## src/rtl/fft_csi_capture_if.sv

```systemverilog
// AXI-Stream link carrying captured CSI subcarriers toward the DMA path.
// Sample packing: real component in the upper WIDTH bits, imaginary in the lower.
interface fft_csi_capture_if #(
  parameter int WIDTH = 16
);
  logic               tvalid;
  logic               tready;
  logic [2*WIDTH-1:0] tdata;
  logic               tuser;
  logic               tlast;

  modport master (output tvalid, tdata, tuser, tlast, input tready);
  modport slave  (input tvalid, tdata, tuser, tlast, output tready);
endinterface

```

## src/rtl/fft_csi_capture.sv

```systemverilog
// Captures 64-bin FFT frames into a ping-pong RAM and replays the used OFDM
// subcarriers in fftshift order (-NUSED..-1, +1..+NUSED) on an AXI-Stream
// master. The FFT side is never stalled; a frame is dropped and counted when
// the bank it would land in is still waiting to be read out.
module fft_csi_capture #(
  parameter int WIDTH  = 16,
  parameter int LGSIZE = 6,
  parameter int NUSED  = 26
) (
  input  logic                 i_clk,
  input  logic                 i_reset,
  input  logic                 i_ce,
  input  logic                 i_sync,
  input  logic [2*WIDTH-1:0]   i_result,
  fft_csi_capture_if.master    m_axis,
  output logic [15:0]          o_drop_count,
  output logic                 o_resync
);

  localparam int N    = 1 << LGSIZE;
  localparam int NOUT = 2 * NUSED;
  localparam int CW   = $clog2(NOUT + 1);
  localparam int DW   = 2 * WIDTH;
  localparam logic [LGSIZE-1:0] LAST_IDX = '1;

  typedef enum logic [1:0] {BANK_EMPTY, BANK_FILLING, BANK_FULL} bank_state_e;
  typedef enum logic [1:0] {WAIT_SYNC, CAPTURE, SKIP} wr_state_e;
  typedef enum logic {IDLE, STREAM} rd_state_e;

  typedef struct packed {
    logic          user;
    logic          last;
    logic [DW-1:0] data;
  } beat_t;

  // Storage and bank bookkeeping
  logic [DW-1:0] mem [2*N];
  bank_state_e   bank_q [2];

  // Write side
  wr_state_e         wr_state_q, wr_state_d;
  logic [LGSIZE-1:0] wr_idx_q, wr_idx_d;
  logic [LGSIZE-1:0] wr_addr;
  logic              wr_bank_q, wr_bank_d;
  logic              wr_bank_free;
  logic              mem_we;
  logic              set_filling, set_full;
  logic              drop_inc;
  logic              resync_d;
  logic [15:0]       drop_q;
  logic              resync_q;

  // Read side
  rd_state_e         rd_state_q, rd_state_d;
  logic [CW-1:0]     rd_cnt_q, rd_cnt_d;
  logic [LGSIZE-1:0] rd_addr;
  logic              rd_bank_q, rd_bank_d;
  logic              rd_issue;
  logic              rd_release;
  logic [DW-1:0]     rd_data_q;
  logic              rd_pend_q, rd_pend_user_q, rd_pend_last_q;

  // Two-entry skid buffer, q0 is the head presented on the bus
  beat_t             q0, q1;
  beat_t             push_beat;
  logic [1:0]        fifo_cnt_q;
  logic [1:0]        occ_next;
  logic              push, pop, space;

  // A bank released by the reader this cycle is already free for the writer.
  assign wr_bank_free = (bank_q[wr_bank_q] == BANK_EMPTY) ||
                        (rd_release && (rd_bank_q == wr_bank_q));

  // Write FSM state register and frame bookkeeping
  always_ff @(posedge i_clk) begin
    // NOTE: state is updated with non-blocking assignments so every register samples pre-edge values.
    if (i_reset) begin
      wr_state_q <= WAIT_SYNC;
      wr_idx_q   <= '0;
      wr_bank_q  <= 1'b0;
      drop_q     <= '0;
      resync_q   <= 1'b0;
    end else begin
      wr_state_q <= wr_state_d;
      wr_idx_q   <= wr_idx_d;
      wr_bank_q  <= wr_bank_d;
      resync_q   <= resync_d;
      if (drop_inc && (drop_q != 16'hFFFF)) drop_q <= drop_q + 1'b1;
    end
  end

  // Write FSM next state: capture, skip or restart on each qualified sample
  always_comb begin
    // NOTE: every output gets a default first so no path leaves a value held (no latches).
    wr_state_d  = wr_state_q;
    wr_idx_d    = wr_idx_q;
    wr_bank_d   = wr_bank_q;
    wr_addr     = wr_idx_q;
    mem_we      = 1'b0;
    set_filling = 1'b0;
    set_full    = 1'b0;
    drop_inc    = 1'b0;
    resync_d    = 1'b0;
    if (i_ce && i_sync) begin
      // A sync mid-frame abandons the partial frame. When capturing, the
      // filling bank reverts to empty and is immediately refilled, so it
      // simply stays FILLING while bin 0 is rewritten.
      resync_d = (wr_state_q != WAIT_SYNC);
      wr_addr  = '0;
      wr_idx_d = LGSIZE'(1);
      if ((wr_state_q == CAPTURE) || wr_bank_free) begin
        mem_we      = 1'b1;
        set_filling = 1'b1;
        wr_state_d  = CAPTURE;
      end else begin
        drop_inc   = 1'b1;
        wr_state_d = SKIP;
      end
    end else if (i_ce) begin
      case (wr_state_q)
        CAPTURE: begin
          mem_we   = 1'b1;
          wr_idx_d = wr_idx_q + 1'b1;
          if (wr_idx_q == LAST_IDX) begin
            set_full   = 1'b1;
            wr_bank_d  = ~wr_bank_q;
            wr_state_d = WAIT_SYNC;
          end
        end
        SKIP: begin
          wr_idx_d = wr_idx_q + 1'b1;
          if (wr_idx_q == LAST_IDX) wr_state_d = WAIT_SYNC;
        end
        default: ;
      endcase
    end
  end

  // Frame RAM: one write port from the FFT, one registered read port
  always_ff @(posedge i_clk) begin
    // NOTE: the RAM array is deliberately not reset; bank state alone says what is valid.
    if (mem_we) mem[{wr_bank_q, wr_addr}] <= i_result;
    if (rd_issue) rd_data_q <= mem[{rd_bank_q, rd_addr}];
  end

  // Bank ownership: reader release and writer fill/complete may hit both banks at once
  always_ff @(posedge i_clk) begin
    if (i_reset) begin
      bank_q[0] <= BANK_EMPTY;
      bank_q[1] <= BANK_EMPTY;
    end else begin
      if (rd_release)  bank_q[rd_bank_q] <= BANK_EMPTY;
      if (set_filling) bank_q[wr_bank_q] <= BANK_FILLING;
      if (set_full)    bank_q[wr_bank_q] <= BANK_FULL;
    end
  end

  // Read address: upper (negative) subcarriers first, then 1..NUSED, DC skipped
  always_comb begin
    if (rd_cnt_q < CW'(NUSED)) rd_addr = LGSIZE'(N - NUSED) + LGSIZE'(rd_cnt_q);
    else                       rd_addr = LGSIZE'(rd_cnt_q) - LGSIZE'(NUSED - 1);
  end

  // Skid-buffer flow control: a read is issued only if its data is sure to fit
  always_comb begin
    push      = rd_pend_q;
    pop       = (fifo_cnt_q != 2'd0) && m_axis.tready;
    occ_next  = fifo_cnt_q + {1'b0, rd_pend_q} - {1'b0, pop};
    space     = (occ_next < 2'd2);
    rd_release = pop && q0.last;
    push_beat = '{user: rd_pend_user_q, last: rd_pend_last_q, data: rd_data_q};
  end

  // Read FSM next state: start on a FULL bank, stream NOUT reads, release on tlast
  always_comb begin
    rd_state_d = rd_state_q;
    rd_bank_d  = rd_bank_q;
    rd_cnt_d   = rd_cnt_q;
    rd_issue   = 1'b0;
    case (rd_state_q)
      IDLE: begin
        if ((bank_q[rd_bank_q] == BANK_FULL) && space) begin
          rd_issue   = 1'b1;
          rd_cnt_d   = rd_cnt_q + 1'b1;
          rd_state_d = STREAM;
        end
      end
      STREAM: begin
        if ((rd_cnt_q != CW'(NOUT)) && space) begin
          rd_issue = 1'b1;
          rd_cnt_d = rd_cnt_q + 1'b1;
        end
        if (rd_release) begin
          rd_state_d = IDLE;
          rd_bank_d  = ~rd_bank_q;
          rd_cnt_d   = '0;
        end
      end
      default: ;
    endcase
  end

  // Read FSM state register, RAM-latency tags and skid buffer contents
  always_ff @(posedge i_clk) begin
    if (i_reset) begin
      rd_state_q     <= IDLE;
      rd_bank_q      <= 1'b0;
      rd_cnt_q       <= '0;
      rd_pend_q      <= 1'b0;
      rd_pend_user_q <= 1'b0;
      rd_pend_last_q <= 1'b0;
      fifo_cnt_q     <= 2'd0;
      q0             <= '0;
      q1             <= '0;
    end else begin
      rd_state_q     <= rd_state_d;
      rd_bank_q      <= rd_bank_d;
      rd_cnt_q       <= rd_cnt_d;
      rd_pend_q      <= rd_issue;
      rd_pend_user_q <= (rd_cnt_q == '0);
      rd_pend_last_q <= (rd_cnt_q == CW'(NOUT - 1));
      case ({push, pop})
        2'b10: begin
          if (fifo_cnt_q == 2'd0) q0 <= push_beat;
          else                    q1 <= push_beat;
          fifo_cnt_q <= fifo_cnt_q + 2'd1;
        end
        2'b01: begin
          q0         <= q1;
          fifo_cnt_q <= fifo_cnt_q - 2'd1;
        end
        2'b11: begin
          if (fifo_cnt_q == 2'd1) begin
            q0 <= push_beat;
          end else begin
            q0 <= q1;
            q1 <= push_beat;
          end
        end
        default: ;
      endcase
    end
  end

  assign m_axis.tvalid = (fifo_cnt_q != 2'd0);
  assign m_axis.tdata  = q0.data;
  assign m_axis.tuser  = m_axis.tvalid && q0.user;
  assign m_axis.tlast  = m_axis.tvalid && q0.last;
  assign o_drop_count  = drop_q;
  assign o_resync      = resync_q;

endmodule

```

## src/flat_wrapper.sv

```systemverilog
// flat-port wrapper written by rule: the top's interface ports become plain ports
module fft_csi_capture_flat 
#(
  parameter int WIDTH  = 16,
  parameter int LGSIZE = 6,
  parameter int NUSED  = 26
)
  (i_clk, i_reset, i_ce, i_sync, i_result, o_drop_count, o_resync, m_axis_tvalid, m_axis_tdata, m_axis_tuser, m_axis_tlast, m_axis_tready);
  fft_csi_capture_if #(.WIDTH(WIDTH)) m_axis_i ();
  input  logic i_clk;
  input  logic i_reset;
  input  logic i_ce;
  input  logic i_sync;
  input  logic [2*WIDTH-1:0] i_result;
  output logic [15:0] o_drop_count;
  output logic o_resync;
  output wire logic [$bits(m_axis_i.tvalid)-1:0] m_axis_tvalid;
  output wire logic [$bits(m_axis_i.tdata)-1:0] m_axis_tdata;
  output wire logic [$bits(m_axis_i.tuser)-1:0] m_axis_tuser;
  output wire logic [$bits(m_axis_i.tlast)-1:0] m_axis_tlast;
  input wire logic [$bits(m_axis_i.tready)-1:0] m_axis_tready;
  assign m_axis_tvalid = m_axis_i.tvalid;
  assign m_axis_tdata = m_axis_i.tdata;
  assign m_axis_tuser = m_axis_i.tuser;
  assign m_axis_tlast = m_axis_i.tlast;
  assign m_axis_i.tready = m_axis_tready;
  fft_csi_capture #(.WIDTH(WIDTH), .LGSIZE(LGSIZE), .NUSED(NUSED)) u_core (.i_clk(i_clk), .i_reset(i_reset), .i_ce(i_ce), .i_sync(i_sync), .i_result(i_result), .m_axis(m_axis_i), .o_drop_count(o_drop_count), .o_resync(o_resync));
endmodule
```

## config.mk

```make
export PLATFORM = sky130hd
export DESIGN_NAME = fft_csi_capture_flat
export DESIGN_NICKNAME = d
export VERILOG_FILES = /design/src/rtl/fft_csi_capture_if.sv /design/src/rtl/fft_csi_capture.sv /design/src/flat_wrapper.sv
export SDC_FILE = /design/constraint.sdc
export NUM_CORES = 2
export LEC_CHECK = 0
export BUFFER_PORTS_ARGS = -buffer_cell sky130_fd_sc_hd__clkbuf_2
export CORE_MARGIN = 2
export CORE_UTILIZATION = 30
export CTS_CLUSTER_SIZE = 8
export DETAILED_ROUTE_END_ITERATION = 6
export PLACE_DENSITY_LB_ADDON = 0.2
export SKIP_LAST_GASP = 1
export SYNTH_ARGS = -nofsm -noshare
export SYNTH_HDL_FRONTEND = slang
export SYNTH_MEMORY_MAX_BITS = 65536
export SYNTH_SLANG_ARGS = --single-unit
```

## constraint.sdc

```tcl
create_clock -name i_clk -period 4 [get_ports i_clk]
set_input_delay 0.8 -clock i_clk [delete_from_list [all_inputs] [get_ports i_clk]]
set_output_delay 0.8 -clock i_clk [all_outputs]
set_load 0.05 [all_outputs]
```

; ---- Word level (Yosys, flattened, before mapping)
; Memory sizes are Yosys's and may differ from the RTL's. A register that Yosys moved wholly into a read port is not among the register bits.
; Index checks and enable logic that the tools add are counted.
[totals]
reg_bits = 107
latch_bits = 0
ramBits = 4100
rom_bits = 0
inputBits = 37
output_inout_bits = 52
memories = 2
[mem_list]
columns = memory, depth, word_bits, read_ports, rd_ports_with_merged_regs, write_ports, line_no
row1 = u_core.mem, 128, 32, 1, 1, 1, fft_csi_capture.sv:37  ; logic [DW-1:0] mem [2*N];
row2 = u_core.bank_q, 2, 2, 2, 2, 2, fft_csi_capture.sv:38  ; bank_state_e bank_q [2];
[op_classes]
n_addsub = 9
n_mul = 0
n_div = 0
n_lt_le_gt_ge = 2
eq_ne = 17
shift = 0
mux = 61
bitwise = 5
reduce_logical = 35
[ops]
columns = op, n
row1 = $mux W34, 4
row2 = $pmux W34 S3, 1
row3 = $pmux W34 S2, 1
row4 = $mux W1, 38
row5 = $mux W6, 5
row6 = $add A16 B1 Y16 const B, 1
row7 = $mux W2, 8
row8 = $ne A16 B16 Y1 const B, 1
row9 = $reduce_bool A2 Y1, 7
row10 = $add A6 B1 Y6 const B, 2
row11 = $eq A6 B6 Y1 const B, 2
row12 = $pmux W6 S2, 1
row13 = $reduce_and A2 Y1, 5
row14 = $reduce_or A2 Y1, 5
row15 = $logic_and A1 B1 Y1, 9
row16 = $eq A2 B2 Y1 const B, 4
row17 = $add A6 B6 Y6 const A, 1
row18 = $eq A2 B1 Y1 const B, 3
row19 = $logic_not A6 Y1, 1
row20 = $lt A6 B5 Y1 const B, 1
row21 = $ne A6 B6 Y1 const B, 1
row22 = $reduce_and A3 Y1, 2
row23 = $sub A6 B5 Y6 const B, 1
row24 = $logic_not A2 Y1, 2
row25 = 16 further kinds, 23

; ---- Logic depth before layout (Yosys ltp)
[logic_depth]
word_depth = 14
ltp_mapped = 18
depth_no_buf = 10

; ---- Worst setup path before layout
; Ideal clock, no wire load.
[synth_timing]
path_type = register to register
from = reg u_core.rd_cnt_q[0]
to = reg u_core.rd_data_q[12] (read register of u_core.mem), data pin
arrival_time_ns = 3.898
required_time_ns = 3.728
slack_ns = -0.170
path_stages_with_launch = 16
n_path_buf = 5
synth_period_minus_slack_ns = 4.170
cell_sequence = dfxtp_1 inv_1 clkbuf_1 clkbuf_1 clkbuf_1 ha_1 xor2_2 a21oi_2 nor2_2 buf_2 buf_1 mux2i_1 a32oi_1 nand3_1 nand3_1 or4_1
[synth_between]
elab_chain_len = 4
[synth_lines]
columns = item, line_no
row1 = "start, declared", fft_csi_capture.sv:55  ; logic [CW-1:0] rd_cnt_q, rd_cnt_d;
row2 = "start signal, assigned", fft_csi_capture.sv:218  ; rd_cnt_q <= rd_cnt_d;
row3 = "parallel branches: the longest is 4 deep, another holds $sub A6 B5 Y6", -
row4 = "end, declared", fft_csi_capture.sv:60  ; logic [DW-1:0] rd_data_q;
; Parallel ways; which one is timed is not known.
; A chain may end at the register's enable or synchronous reset.

; ---- Worst setup path after layout
[layout_timing]
from = reg u_core.rd_cnt_q[1]
to = reg u_core.rd_data_q[11] (read register of u_core.mem), data pin
; The elaborated chain is that of the path after synthesis.

==> summary.md <==
| Metric | Value |
|---|---|
| Status | complete, but fails checks |
| Failing checks | setup timing |
| Max cap viols | 0 |
| Largest net degree at the start of global routing | 103 |
| Clock Sinks | 4,241 |
| Final hold vios | 0 |
| Crit Path Max Fanout | 11 |
| Power Total | 130 mW |
| Crit path DAT | approximately 5000 ps |
| Vias in the first global route | ~110k |
| Residual DRC | 0 |
| Sequential share of the synthesized area | 72.5% |
| Setup_tns | -993 ps |
| Final RePlAce weighted congestion | 0.865 |
| Power Density | 610 nW/um^2 |
| Final worst setup slack | -303 ps |
| CP startpoint | u_core.rd_cnt_q[1] |
| Yosys top cell by area | edfxtp_1 |
| CTS max path bufs | 4 |
| Maximum vdd drop | 0.000479 V |
| Data required time of the worst path | 4840 ps |
| Period utilization | 108% |
| End-of-flow core utilization | 36.8% |
| Top-area cell type share of the netlist area | 71.2% |
| Max Slew Vio Count | 0 |
| Hold slack | 120 ps |
| Root Buffer | clkbuf_16 |
| Setup WS pre-CTS | -938 ps |
| Slew @ Worst Pin | 1300 ps |
| Die H | around 770 microns |
| Total CTS buffers | 602 |
| Congestion Overflow GR | 0 |
| CTS H-tree lvls | 6 |
| Worst reg-to-reg setup slack | -300 ps |
| Setup Crit Path Kind | reg2reg |
| Reg2reg start | u_core.rd_cnt_q[1] |
| Clk_lat worst skew | 1120 ps |
| CTS Hold Bufs | 0 |
| R2R depth | 12 |
| Clock period minus worst slack | 4300 ps |
| Count of cell types in the netlist | 88 |
| Worst setup path endpoint | u_core.rd_data_q[11] |
| LEAKAGE | 69.4 nW |
| Fmax | 0.232 GHz |
| Final wirelength | 651,000 microns |
| Per-cell routed wire length | 32.0 microns |
| Initial core utilization | 30.1% |
| Via density | around 5.6 |
| EDFF count, synth | 4,132 |
| DR pass1 iterations | 6 |
| RSZ-0062 raised after global routing | true |
| CTS clk-pin slew, worst paths | around 60 ps |
| Most numerous cell in the Yosys netlist | edfxtp_1 |
| Syn Inst Count | between 10,000 and 15,000 |
| First-pass GRT wire length | 883,000 microns |
| Rel. slew slack | 12.9% |
| Nets | around 12,000 |
| Rows | 279 |
| Placed inst area | slightly below 200,000 sq um |
| Synth Area per Inst | about 15 sq um |
| Via Count | 114,000 |
| Inst Count DP | 19,400 |
| Post-Syn Nets | around 12,000 |
| CP endpoint kind | flip-flop |
| CTS tree | yes |
| Routed Antenna Nets | 0 |
| Worst clock skew | 65.4 ps |
| Synth cell count leaders | 4,132 x edfxtp_1, 1,689 x nand2_1, 512 x a21oi_1 |
| Ys flop type | edfxtp_1 |
| Finished Layout Cells | 20,400 |
| Warnings, synthesis | 0 |
| GRT Total Usage | 21.0% |
| Reg2reg end | u_core.rd_data_q[11] |
| Startpoint Class | flip-flop |
| # setup viols final | 12 |
| Hold Crit Class | in2reg |
| PortBufs | around 90 |
| Mapped Area | 174,000 sq um |
| Core area | 578,000 sq um |
| Layout area overhead | 22.2% |
| Layout cells sized above 1 | 21.3% |
| Initial antenna violation count | 54 |
| Number of top-level pins | 89 |
| DP HPWL | 394,000 microns |
| Final Cell Area | 213,000 sq um |
| Die area | 587,000 sq um |
| Die Wd | 766 microns |
| Synthesized flop and latch total | 4,241 |
| Ranking of synthesized cells by area | edfxtp_1 71%, mux4_2 5.5%, nand2_1 3.6% |
| Asr flop ratio synth | 0% |
| Iter 0 DRT Violations | 14,700 |
==> kinds of logic after synthesis <==
logic type | count (synthesis) | synth area share [%]
compound gates | 2459 | 9.53
xor+xnor | 28 | 0.145
fa+ha+maj | 15 | 0.108
buf+inv | 912 | 2.29
flops | 4241 | 72.5
mux | 800 | 7.69
simple gates | 3034 | 7.75
==> worst max-delay path: stages, from the launching register on <==
cell and delay (ps):
dfxtp_2 350, inv_2 80, ha_4 300, buf_12 160, nor3_1 90, o21ai_2 350
buf_6 190, nor3_4 90, clkbuf_16 200, a22o_4 310, a31oi_4 290, nand4_1 820
or4_1 760
==> flip-flops by register name, summed over array words and instances (netlist names), 4 cells and up, named ones only <==
signal,count
u_core.rd_data_q,32
u_core.o_drop_count,16
u_core.bank_q,4
u_core.mem,4096
u_core.rd_cnt_q,6
u_core.wr_idx_q,6
u_core.q1,34
u_core.m_axis.tdata,32
==> cell type report <==
type                            count  area, sq um
Clock inverter                     57         1120
Timing Repair Buffer             1236        14100
Inverter                           19         73.8
Antenna cell                       36         90.1
Tap cell                         7727         9670
Fill cell                       53600       365000
Sequential cell                  4241       126000
Multi-Input combinational cell   6337        45900
Clock buffer                      704        15600
==> worst min path at each step <==
stage | start | end | slack [ps] | cells past startpoint
after floorplan | u_core.rd_pend_last_q | u_core.q1[32] | 430 | 2
after global placement | u_core.q1[26] | u_core.q1[26] | 440 | 2
after detailed placement | u_core.q1[33] | u_core.q1[33] | 450 | 2
after CTS | i_reset | u_core.rd_bank_q | 60 | 2
after global routing | i_reset | u_core.rd_bank_q | 80 | 2
final | i_reset | u_core.rd_bank_q | 120 | 2
==> report_power, final <==
part           leakage [nW]  switching [mW]  internal (mW)
combinational          23.3            20.8           12.3
clock                  8.10            19.3           27.4
sequential             38.0           0.626           49.4
==> cell usage in the layout, fill, tap and decap left out, types with 185 or more instances in the layout <==
| cell type | n |
|---|---|
| o22ai_1 | 475 |
| a31oi_1 | 250 |
| nor3_1 | 185 |
| a22oi_1 | 263 |
| buf_12 | 318 |
| nand3_1 | 326 |
| edfxtp_1 | 4132 |
| mux2i_1 | 314 |
| buf_4 | 762 |
| a21oi_1 | 506 |
| clkbuf_16 | 630 |
| a211oi_1 | 283 |
| nand2_1 | 1680 |
| mux4_2 | 424 |
==> timing repair <==
| item | in CTS | in global routing |
|---|---|---|
| buffers inserted | 38 | 101 |
| pin swaps | 23 | 32 |
| gates cloned | 6 | 23 |
| endpoints found under the setup margin | 25 | 23 |
| resized for setup | 80 | 89 |
==> routing by layer <==
metal  global-route usage (%)  vias up  part of all wire, %
met5                        0        -               0.0061
met4                     8.46        6                  4.4
met3                     3.32     1032                  8.0
met2                     34.0     5689                   47
met1                     28.3    60000                   41
li1                         -    47600                    -
No activity file was read; power rests on OpenSTA's default activity.
